`config.mk`:
```
export PLATFORM = sky130hd
export DESIGN_NAME = sopc_nios2_oci_trace_capture
export DESIGN_NICKNAME = d
export VERILOG_FILES = /design/src/rtl/sopc_nios2_oci_trace_pkg.sv /design/src/rtl/sopc_nios2_oci_trace_fifo.sv /design/src/rtl/sopc_nios2_oci_trace_capture.sv
export SDC_FILE = /design/constraint.sdc
export NUM_CORES = 1
export LEC_CHECK = 0
export BUFFER_PORTS_ARGS = -buffer_cell sky130_fd_sc_hd__buf_4
export CAP_MARGIN = 20
export CORE_MARGIN = 10
export CORE_UTILIZATION = 45
export CTS_BUF_LIST = sky130_fd_sc_hd__clkbuf_8
export DETAILED_ROUTE_END_ITERATION = 6
export GPL_TIMING_DRIVEN = 0
export PLACE_DENSITY = 0.71
export SLEW_MARGIN = 20
export SYNTH_ARGS = -nofsm -noshare
export SYNTH_HDL_FRONTEND = slang
export SYNTH_SLANG_ARGS = --single-unit
export TNS_END_PERCENT = 10
```
`constraint.sdc`:
```
create_clock -name clk -period 6.2 [get_ports clk]
set_input_delay 0.62 -clock clk [delete_from_list [all_inputs] [get_ports clk]]
set_output_delay 0.62 -clock clk [all_outputs]
set_load 0.01 [all_outputs]
```
`src/rtl/sopc_nios2_oci_trace_pkg.sv`:
```
`default_nettype none
// ============================================================================
// Module      : sopc_nios2_oci_trace_pkg
// Description : Shared state encodings and widths for the OCI trace capture.
// Revision    : 1.0 - initial release
// ============================================================================
package sopc_nios2_oci_trace_pkg;

    localparam logic [1:0] c_st_idle    = 2'd0;
    localparam logic [1:0] c_st_capture = 2'd1;
    localparam logic [1:0] c_st_drain   = 2'd2;
    localparam logic [1:0] c_st_done    = 2'd3;

    localparam int c_def_data_w = 30;
    localparam int c_def_cnt_w  = 4;
    localparam int c_entry_w    = c_def_cnt_w + c_def_data_w;
    localparam int c_ovf_w      = 16;

    function automatic int entry_width(input int cnt_w, input int data_w);
        return cnt_w + data_w;
    endfunction

endpackage
`default_nettype wire

```
`src/rtl/sopc_nios2_oci_trace_fifo.sv`:
```
`default_nettype none
// ============================================================================
// Module      : sopc_nios2_oci_trace_fifo
// Description : Synchronous FIFO with registered one-cycle read port.
// Revision    : 1.0 - initial release
// ============================================================================
module sopc_nios2_oci_trace_fifo
    import sopc_nios2_oci_trace_pkg::*;
#(
    parameter int WIDTH = c_entry_w,
    parameter int DEPTH = 16
) (
    input  logic                     clk,
    input  logic                     reset_n,
    input  logic                     clr,
    input  logic                     push,
    input  logic                     pop,
    input  logic [WIDTH-1:0]         wdata,
    output logic [WIDTH-1:0]         rdata,
    output logic                     rvalid,
    output logic [$clog2(DEPTH):0]   level,
    output logic                     full,
    output logic                     empty
);

    localparam int c_aw = $clog2(DEPTH);
    localparam logic [c_aw:0] c_one = (c_aw+1)'(1);

    logic [WIDTH-1:0] r_mem [0:DEPTH-1];
    logic [c_aw:0]    r_wr_ptr;
    logic [c_aw:0]    r_rd_ptr;
    logic [c_aw:0]    r_level;
    logic [WIDTH-1:0] r_rdata;
    logic             r_rvalid;
    logic             w_do_push;
    logic             w_do_pop;

    assign full  = (r_wr_ptr[c_aw] != r_rd_ptr[c_aw]) &&
                   (r_wr_ptr[c_aw-1:0] == r_rd_ptr[c_aw-1:0]);
    assign empty = (r_wr_ptr == r_rd_ptr);

    // A pop frees a slot in the same cycle, so a full FIFO still accepts a push
    assign w_do_pop  = pop && !empty && !clr;
    assign w_do_push = push && !clr && (!full || w_do_pop);

    always_ff @(posedge clk) begin
        if (w_do_push) begin
            r_mem[r_wr_ptr[c_aw-1:0]] <= wdata;
        end
    end

    always_ff @(posedge clk or negedge reset_n) begin
        if (!reset_n) begin
            r_wr_ptr <= '0;
            r_rd_ptr <= '0;
            r_level  <= '0;
            r_rdata  <= '0;
            r_rvalid <= 1'b0;
        end else if (clr) begin
            r_wr_ptr <= '0;
            r_rd_ptr <= '0;
            r_level  <= '0;
            r_rvalid <= 1'b0;
        end else begin
            r_rvalid <= w_do_pop;
            if (w_do_push) begin
                r_wr_ptr <= r_wr_ptr + c_one;
            end
            if (w_do_pop) begin
                r_rd_ptr <= r_rd_ptr + c_one;
                r_rdata  <= r_mem[r_rd_ptr[c_aw-1:0]];
            end
            case ({w_do_push, w_do_pop})
                2'b10:   r_level <= r_level + c_one;
                2'b01:   r_level <= r_level - c_one;
                default: r_level <= r_level;
            endcase
        end
    end

    assign rdata  = r_rdata;
    assign rvalid = r_rvalid;
    assign level  = r_level;

endmodule
`default_nettype wire

```
`src/rtl/sopc_nios2_oci_trace_capture.sv`:
```
`default_nettype none
// ============================================================================
// Module      : sopc_nios2_oci_trace_capture
// Description : Packs completed DCT trace words into a FIFO with drain/done.
// Revision    : 1.0 - initial release
// ============================================================================
module sopc_nios2_oci_trace_capture
    import sopc_nios2_oci_trace_pkg::*;
#(
    parameter int DATA_W     = 30,
    parameter int CNT_W      = 4,
    parameter int FULL_COUNT = 3,
    parameter int DEPTH      = 16
) (
    input  logic                      clk,
    input  logic                      reset_n,
    input  logic [DATA_W-1:0]         dct_buffer,
    input  logic [CNT_W-1:0]          dct_count,
    input  logic                      test_ending,
    input  logic                      test_has_ended,
    input  logic                      arm,
    input  logic                      rd_req,
    output logic [CNT_W+DATA_W-1:0]   rd_data,
    output logic                      rd_valid,
    output logic [$clog2(DEPTH):0]    level,
    output logic [c_ovf_w-1:0]        overflow_cnt,
    output logic                      capturing,
    output logic                      done
);

    localparam int                 c_entry_w_top = entry_width(CNT_W, DATA_W);
    localparam logic [CNT_W-1:0]   c_full_cnt    = CNT_W'(FULL_COUNT);
    localparam logic [c_ovf_w-1:0] c_ovf_max     = '1;

    logic [1:0]          r_state;
    logic [1:0]          w_state_nxt;
    logic [CNT_W-1:0]    r_prev_count;
    logic                r_test_ending_d;
    logic                r_capturing;
    logic                r_done;
    logic [c_ovf_w-1:0]  r_ovf_cnt;
    logic                w_te_rise;
    logic                w_full_word;
    logic                w_push;
    logic                w_clr;
    logic                w_drop;
    logic                w_fifo_full;
    logic                w_fifo_empty;

    assign w_te_rise   = test_ending && !r_test_ending_d;
    assign w_full_word = (dct_count == c_full_cnt) && (r_prev_count != c_full_cnt);
    // Full means non-empty, so any real pop makes room for this push
    assign w_drop      = w_push && w_fifo_full && !(rd_req && !w_fifo_empty);

    always_ff @(posedge clk or negedge reset_n) begin
        if (!reset_n) begin
            r_state         <= c_st_idle;
            r_prev_count    <= '0;
            r_test_ending_d <= 1'b0;
            r_capturing     <= 1'b0;
            r_done          <= 1'b0;
        end else begin
            r_state         <= w_state_nxt;
            r_prev_count    <= dct_count;
            r_test_ending_d <= test_ending;
            r_capturing     <= (w_state_nxt == c_st_capture);
            r_done          <= (w_state_nxt == c_st_done);
        end
    end

    always_comb begin
        w_state_nxt = r_state;
        case (r_state)
            c_st_idle, c_st_done: begin
                if (arm) w_state_nxt = c_st_capture;
            end
            c_st_capture: begin
                if (w_te_rise || test_has_ended) w_state_nxt = c_st_drain;
            end
            c_st_drain: begin
                if (test_has_ended && (level == '0)) w_state_nxt = c_st_done;
            end
            default: w_state_nxt = c_st_idle;
        endcase
    end

    // The partial flush only fires when no full-word push claims the cycle
    always_comb begin
        w_clr  = 1'b0;
        w_push = 1'b0;
        if (((r_state == c_st_idle) || (r_state == c_st_done)) && arm) begin
            w_clr = 1'b1;
        end
        if (r_state == c_st_capture) begin
            w_push = w_full_word || (w_te_rise && (dct_count != '0));
        end
    end

    always_ff @(posedge clk or negedge reset_n) begin
        if (!reset_n) begin
            r_ovf_cnt <= '0;
        end else if (w_clr) begin
            r_ovf_cnt <= '0;
        end else if (w_drop && (r_ovf_cnt != c_ovf_max)) begin
            r_ovf_cnt <= r_ovf_cnt + c_ovf_w'(1);
        end
    end

    sopc_nios2_oci_trace_fifo #(
        .WIDTH (c_entry_w_top),
        .DEPTH (DEPTH)
    ) u_fifo (
        .clk     (clk),
        .reset_n (reset_n),
        .clr     (w_clr),
        .push    (w_push),
        .pop     (rd_req),
        .wdata   ({dct_count, dct_buffer}),
        .rdata   (rd_data),
        .rvalid  (rd_valid),
        .level   (level),
        .full    (w_fifo_full),
        .empty   (w_fifo_empty)
    );

    assign overflow_cnt = r_ovf_cnt;
    assign capturing    = r_capturing;
    assign done         = r_done;

endmodule
`default_nettype wire

```
==> results of run 1 <==
==> layout make-up <==
type	instances	area (µm²)
Buffer	52	359
Fill cell	4130	25900
Clock inverter	74	348
Timing Repair Buffer	104	816
Tap cell	696	871
Antenna cell	1	2.50
Clock buffer	104	1430
Inverter	10	37.5
Multi-Input combinational cell	392	5890
Sequential cell	619	18200
==> sequential cells by signal, summed over array words and instances, names as in the netlist <==
register and cells:
capturing 1, done 1, overflow_cnt 16, r_prev_count 4, r_state 2, r_test_ending_d 1
u_fifo.level 5, u_fifo.r_mem 544, u_fifo.r_rd_ptr 5, u_fifo.r_wr_ptr 5, u_fifo.rdata 34, u_fifo.rvalid 1
==> logic make-up (layout without fill, tap and decap cells) <==
group,count (synthesis),after routing
AND/OR/NAND/NOR,116,116
adder cells (fa/ha/maj),12,12
XOR/XNOR,21,21
flip-flops,619,619
multiplexers,211,211
buffers and inverters,62,344
AO/OA/AOI/OAI,32,32
other,0,1
==> metal layers <==
metal,GRT usage (%),vias up,routed length (µm)
li1,-,4950,-
met1,22.4,6211,21700
met2,27.6,498,26700
met3,3.76,100,4170
met4,6.45,4,1310
met5,0,-,14
==> where the power goes <==
part / switching, µW / leakage (µW) / internal, µW / total (µW)
combinational: 1300 / 0.00258 / 1450 / 2750
clock: 1550 / 0.00108 / 1590 / 3140
sequential: 120 / 0.00584 / 4750 / 4870
==> cells in the mapped netlist, drive strengths merged (2+ instances only) <==
library cell / count
nor4bb: 2
inv: 10
and3: 16
mux4: 170
nand2b: 2
nand4: 8
clkbuf: 26
nand2: 25
buf: 26
xnor2: 12
a31o: 4
edfxtp: 544
or4: 2
nor3: 7
nor2b: 7
a211oi: 2
ha: 11
o21ai: 4
and2: 3
mux2i: 7
mux2: 34
dfrtp: 75
nor4: 6
nand3: 5
a21oi: 6
o21a: 3
xor2: 9
o31ai: 3
nor2: 30
==> worst min path at each step <==
| stage | start | end | slack (ps) | depth (start not counted) |
|---|---|---|---|---|
| finish | reset_n | u_fifo.rdata[1]$_DFFE_PN0P_ | -7 | 1 |
| global route | reset_n | u_fifo.rdata[13]$_DFFE_PN0P_ | 40 | 1 |
| CTS | reset_n | u_fifo.rdata[0]$_DFFE_PN0P_ | 10 | 1 |
| detailed placement | u_fifo.rdata[12]$_DFFE_PN0P_ | u_fifo.rdata[12]$_DFFE_PN0P_ | 490 | 1 |
| global placement | u_fifo.r_wr_ptr[4]$_DFFE_PN0P_ | u_fifo.r_wr_ptr[4]$_DFFE_PN0P_ | 480 | 1 |
| floorplan | reset_n | capturing$_DFF_PN0_ | 320 | 0 |
==> per-stage QoR <==
| stage | utilization, % | hold WS (ps) |
|---|---|---|
| 3_3_place_gp | 48.3 | 483 |
| 6_report | 52.0 | -6.78 |
| 3_5_place_dp | 48.6 | 495 |
| 5_1_grt | 52.0 | 40.8 |
| 4_1_cts | 52.0 | 14.3 |
| 2_1_floorplan | - | 324 |
==> results_dict.tcl, run 1 <==
set metrics [dict create \
    synth_top_area_share_pct 66.9 \
    max_clock_freq_mhz 293 \
    h-tree-depth 3 \
    required_ps 6800 \
    ys_ff_latch 619 \
    hold_slack_ps -6.78 \
    coreArea_um2 53800 \
    ys.flop_type "edfxtp_1" \
    synthCells 1073 \
    ys_warn_count 0 \
    dp_slack_ps 2490 \
    fin_nets 1328 \
    post-route-min-period_ps 3410 \
    ant_nets 0 \
    async_flop_share_pct 12.1 \
    synth-compound-area-share_pct 1.08 \
    worst_pin_slew_ps 1020 \
    path_buf_inv 3 \
    p_total_uw 10800 \
    layout-drive-gt1-share_pct 33.3 \
    ctsResizeCount 0 \
    cts_sinks 619 \
    setup.worst_path.start "u_fifo.r_rd_ptr[3]$_DFFE_PN0P_" \
    r2r_slack_ps 2790 \
    ir_drop_mv 0.194 \
    fin_area_um2 28000 \
    area_growth_pct 14.5 \
    grt_pass1_wl_mm 80.5 \
    layout_commonest_cell "edfxtp_1" \
    die_width_um 253 \
    tritoncts "done" \
    regToRegEndpoint "u_fifo.level[4]$_DFFE_PN0P_" \
    fin_worst_skew_ps 33.2 \
    grt_pass1_vias 12300 \
    grtUsageTotal_pct 17.1 \
    setup_viol 0 \
    clock_path_buffers 3 \
    critical_path.endpoint_type "register" \
    grt_overflow_total 0 \
    drv_slew 0 \
    status "finished with violations" \
    final.period_utilization_pct 55.0 \
    synthMuxAreaShare_pct 18.6 \
    start_util_pct 45.4 \
    row_count 85 \
    stdcell_count 2052 \
    portBuffers 97 \
    vias_per_cell 5.73 \
    firstDrtPassIters 5 \
    routedWlPerCell_um 26.3 \
    violations "hold timing" \
    crit_chain "buf_2 -> xor2_1 -> or4_4 -> o21ai_4 -> nor2_4 -> buf_6 -> nand2_1 -> inv_1 -> ha_1 -> nor2b_1 -> o21a_1 -> nor2_1 -> nor2_1 -> a22oi_1 -> mux2i_1" \
    cts_buffers 97 \
    power.leakage_uw 0.00950 \
    dpl_cell_area_um2 26200 \
    dpl.hpwl_mm 29.9 \
    vias 11800 \
    drc 0 \
    synth-xor-area-share_pct 0.753 \
    yosys.area_share.simple_pct 2.69 \
    antenna_found_initial 3 \
    cts-root-buf "clkbuf_8" \
    ios 98 \
    hold_viol 10 \
    synth_nets 1125 \
    synth_area_leaders "edfxtp_1 67%, mux4_2 12%, dfrtp_1 7.7%" \
    critPathMaxFanout 10 \
    crit_arrival_ps 4000 \
    hold_buffers 0 \
    place_congestion 0.731 \
    cp-endpoint "u_fifo.level[4]$_DFFE_PN0P_" \
    crit_top_cell "nor2_1" \
    dp_cells 1873 \
    synth-edff-count 544 \
    cp-start-kind "register" \
    drtIter0Drc 1144 \
    cts_setup_buffers 0 \
    synth_top_family_by_area "multiplexers" \
    ys_types 58 \
    synth_fa_ha_area_share_pct 0.646 \
    synthesis.area_um2 24400 \
    maxCapViolCount 0 \
    fp.dieH_um 253 \
    dieArea_um2 64000 \
    path_class "register to register" \
    yosys.area.top_type "edfxtp_1" \
    final_cell_mix "544 x edfxtp_1, 135 x mux4_2, 104 x clkbuf_8" \
    finalSetupTns_ps 0 \
    slew_headroom_pct 32.2 \
    r2r_cells 15 \
    syn_avg_cell_area_um2 22.8 \
    powerDensity_nw_per_um2 385 \
    grt_max_degree 76 \
    wl_mm 53.9 \
    crit_cells 15 \
    insertion_delay_ps 680 \
    worstHoldPathType "input port to async pin" \
    clk_pin_slew_worst_paths_ps 60 \
    cp_top_family "simple AND/OR/NAND/NOR gates" \
    setup_slack_ps 2790 \
    rsz0062_at_grt "no" \
    reg2reg_from "u_fifo.r_rd_ptr[3]$_DFFE_PN0P_" \
    cpMaxStageDelayCell "nor2_4" \
    seq_area_frac_synth_pct 74.6 \
    worst_path_largest_cell_delay_ps 410 \
]
No activity file was read; power rests on OpenSTA's default activity.
==> run 2: changes to the inputs <==
--- a/config.mk
+++ b/config.mk
@@ -12,7 +12,7 @@
 export CTS_BUF_LIST = sky130_fd_sc_hd__clkbuf_8
 export DETAILED_ROUTE_END_ITERATION = 6
 export GPL_TIMING_DRIVEN = 0
-export PLACE_DENSITY = 0.71
+export PLACE_DENSITY = 0.74
 export SLEW_MARGIN = 20
 export SYNTH_ARGS = -nofsm -noshare
 export SYNTH_HDL_FRONTEND = slang
==> constraint.sdc (replaced) <==
create_clock -name clk -period 2.9 [get_ports clk]
set_input_delay 0.29 -clock clk [delete_from_list [all_inputs] [get_ports clk]]
set_output_delay 0.29 -clock clk [all_outputs]
set_load 0.01 [all_outputs]
==> results_dict.tcl, run 2 (synthesized netlist as in run 1, its figures left out) <==
set metrics [dict create \
    coreArea_um2 53800 \
    setup.worst_path.start "u_fifo.r_rd_ptr[1]$_DFFE_PN0P_" \
    ant_nets 0 \
    critPathMaxFanout 10 \
    dp_slack_ps -642 \
    final_cell_mix "544 x edfxtp_1, 135 x mux4_2, 113 x buf_4" \
    fin_worst_skew_ps 30.3 \
    post-route-min-period_ps 2800 \
    power.leakage_uw 0.00981 \
    crit_arrival_ps 3350 \
    clk_pin_slew_worst_paths_ps 60 \
    area_growth_pct 17.9 \
    clock_path_buffers 3 \
    cp-start-kind "register" \
    maxCapViolCount 0 \
    firstDrtPassIters 5 \
    die_width_um 253 \
    dieArea_um2 64000 \
    setup_slack_ps 100 \
    powerDensity_nw_per_um2 811 \
    max_clock_freq_mhz 357 \
    tritoncts "done" \
    reg2reg_from "u_fifo.r_rd_ptr[1]$_DFFE_PN0P_" \
    start_util_pct 45.4 \
    grt_max_degree 48 \
    antenna_found_initial 3 \
    fp.dieH_um 253 \
    rsz0062_at_grt "yes" \
    grt_pass1_wl_mm 81.1 \
    r2r_slack_ps 100 \
    dpl.hpwl_mm 32.0 \
    vias_per_cell 5.64 \
    largest_reg_flops 544 \
    dp_cells 1879 \
    routedWlPerCell_um 26.0 \
    layout_commonest_cell "edfxtp_1" \
    grt_pass1_vias 12500 \
    ir_drop_mv 0.426 \
    drv_slew 0 \
    path_class "register to register" \
    cts-root-buf "clkbuf_8" \
    status "completed" \
    holdCritStartpoint "rd_req" \
    wl_mm 54.8 \
    place_congestion 0.740 \
    worstHoldPathType "input port to register" \
    stdcell_count 2109 \
    slew_headroom_pct 38.3 \
    nFillCells 3985 \
    setup_viol 0 \
    grtUsageTotal_pct 17.3 \
    drc 0 \
    critical_path.endpoint_type "register" \
    grt_overflow_total 0 \
    layout-drive-gt1-share_pct 35.5 \
    portBuffers 97 \
    cts_sinks 619 \
    worst_pin_slew_ps 925 \
    drtIter0Drc 980 \
    required_ps 3450 \
    fin_nets 1384 \
    vias 11900 \
    final.period_utilization_pct 96.5 \
    h-tree-depth 3 \
    row_count 85 \
    ios 98 \
    hold_viol 0 \
    cts_buffers 95 \
    insertion_delay_ps 680 \
    diodes 0 \
]
## run 2: cell count changes in the layout (fill, tap and decap cells not counted), moves of 4 or more
| cell | delta |
|---|---|
| dfrtp_1 | -4 |
| clkinv_2 | +5 |
| buf_4 | +10 |
| buf_16 | +5 |
| clkbuf_2 | +10 |
| clkbuf_1 | -15 |
| dlygate4sd3_1 | +36 |
| and3_2 | +6 |
| buf_12 | +9 |
| dfrtp_2 | +4 |
| clkinv_1 | +16 |
| inv_1 | -20 |
## run 2: timing repair
item | 4_1_cts | 5_1_grt
gates resized for setup | 28 | 8
pin swaps | 13 | 4
hold buffers | 36 | 0
buffers inserted | 8 | 8
endpoints found under the setup margin | 561 | 121
hold endpoints to repair | 624 | 0
cloned | 4 | 0
## run 2: critical path, stage by stage, from the launching register on
cell      delay, ps
dfrtp_2         430
clkbuf_1        530
clkbuf_2        520
mux4_2          400
mux4_2          520
mux2_4          270
## run 2: final cells by class
type | count | area, µm² | area share, %
buffer | 48 | 368 | 1.28
clock buffer | 101 | 1390 | 4.83
clock inverter | 77 | 413 | 1.43
inverter | 10 | 37.5 | 0.130
multi-input combinational | 396 | 5950 | 20.7
sequential | 619 | 18200 | 63.3
tap | 696 | 871 | 3.02
timing repair buffer | 162 | 1540 | 5.35
## run 2: final timing paths
path	end	cells past startpoint
setup / recovery	u_fifo.rdata[5]$_DFFE_PN0P_	5
hold / removal	u_fifo.r_rd_ptr[1]$_DFFE_PN0P_	4
setup reg to reg	u_fifo.rdata[5]$_DFFE_PN0P_	5
hold reg to reg	u_fifo.r_wr_ptr[4]$_DFFE_PN0P_	1
max in group asynchronous	u_fifo.r_rd_ptr[1]$_DFFE_PN0P_	3
min in group asynchronous	r_prev_count[3]$_DFF_PN0_	2
## run 2: metal layers
layer	GRT usage, %	share of wire (%)	wire length (µm)
met5	0	0.051	28
met4	5.92	2.5	1360
met3	4.75	8.2	4510
met2	28.1	49	27000
met1	22.0	40	21900
## run 2: metrics by stage
step	cell area (µm²)	hold slack [ps]	setup TNS, ps	util (%)	total power, µW
2_1_floorplan	24400	-5.59	-20020	-	14700
3_3_place_gp	26000	408	-727400	48.4	16400
3_5_place_dp	26400	271	-169110	49.0	16600
4_1_cts	28700	21.4	-65.2	53.3	23600
5_1_grt	28800	47.8	-23.5	53.5	24400
6_report	28800	66.0	0	53.5	23400
## run 2: report_power, final
group | total [µW] | switching (µW) | internal [µW]
Sequential | 10400 | 265 | 10200
Combinational | 6100 | 2870 | 3230
Clock | 6830 | 3320 | 3510
Total | 23400 | 6460 | 16900
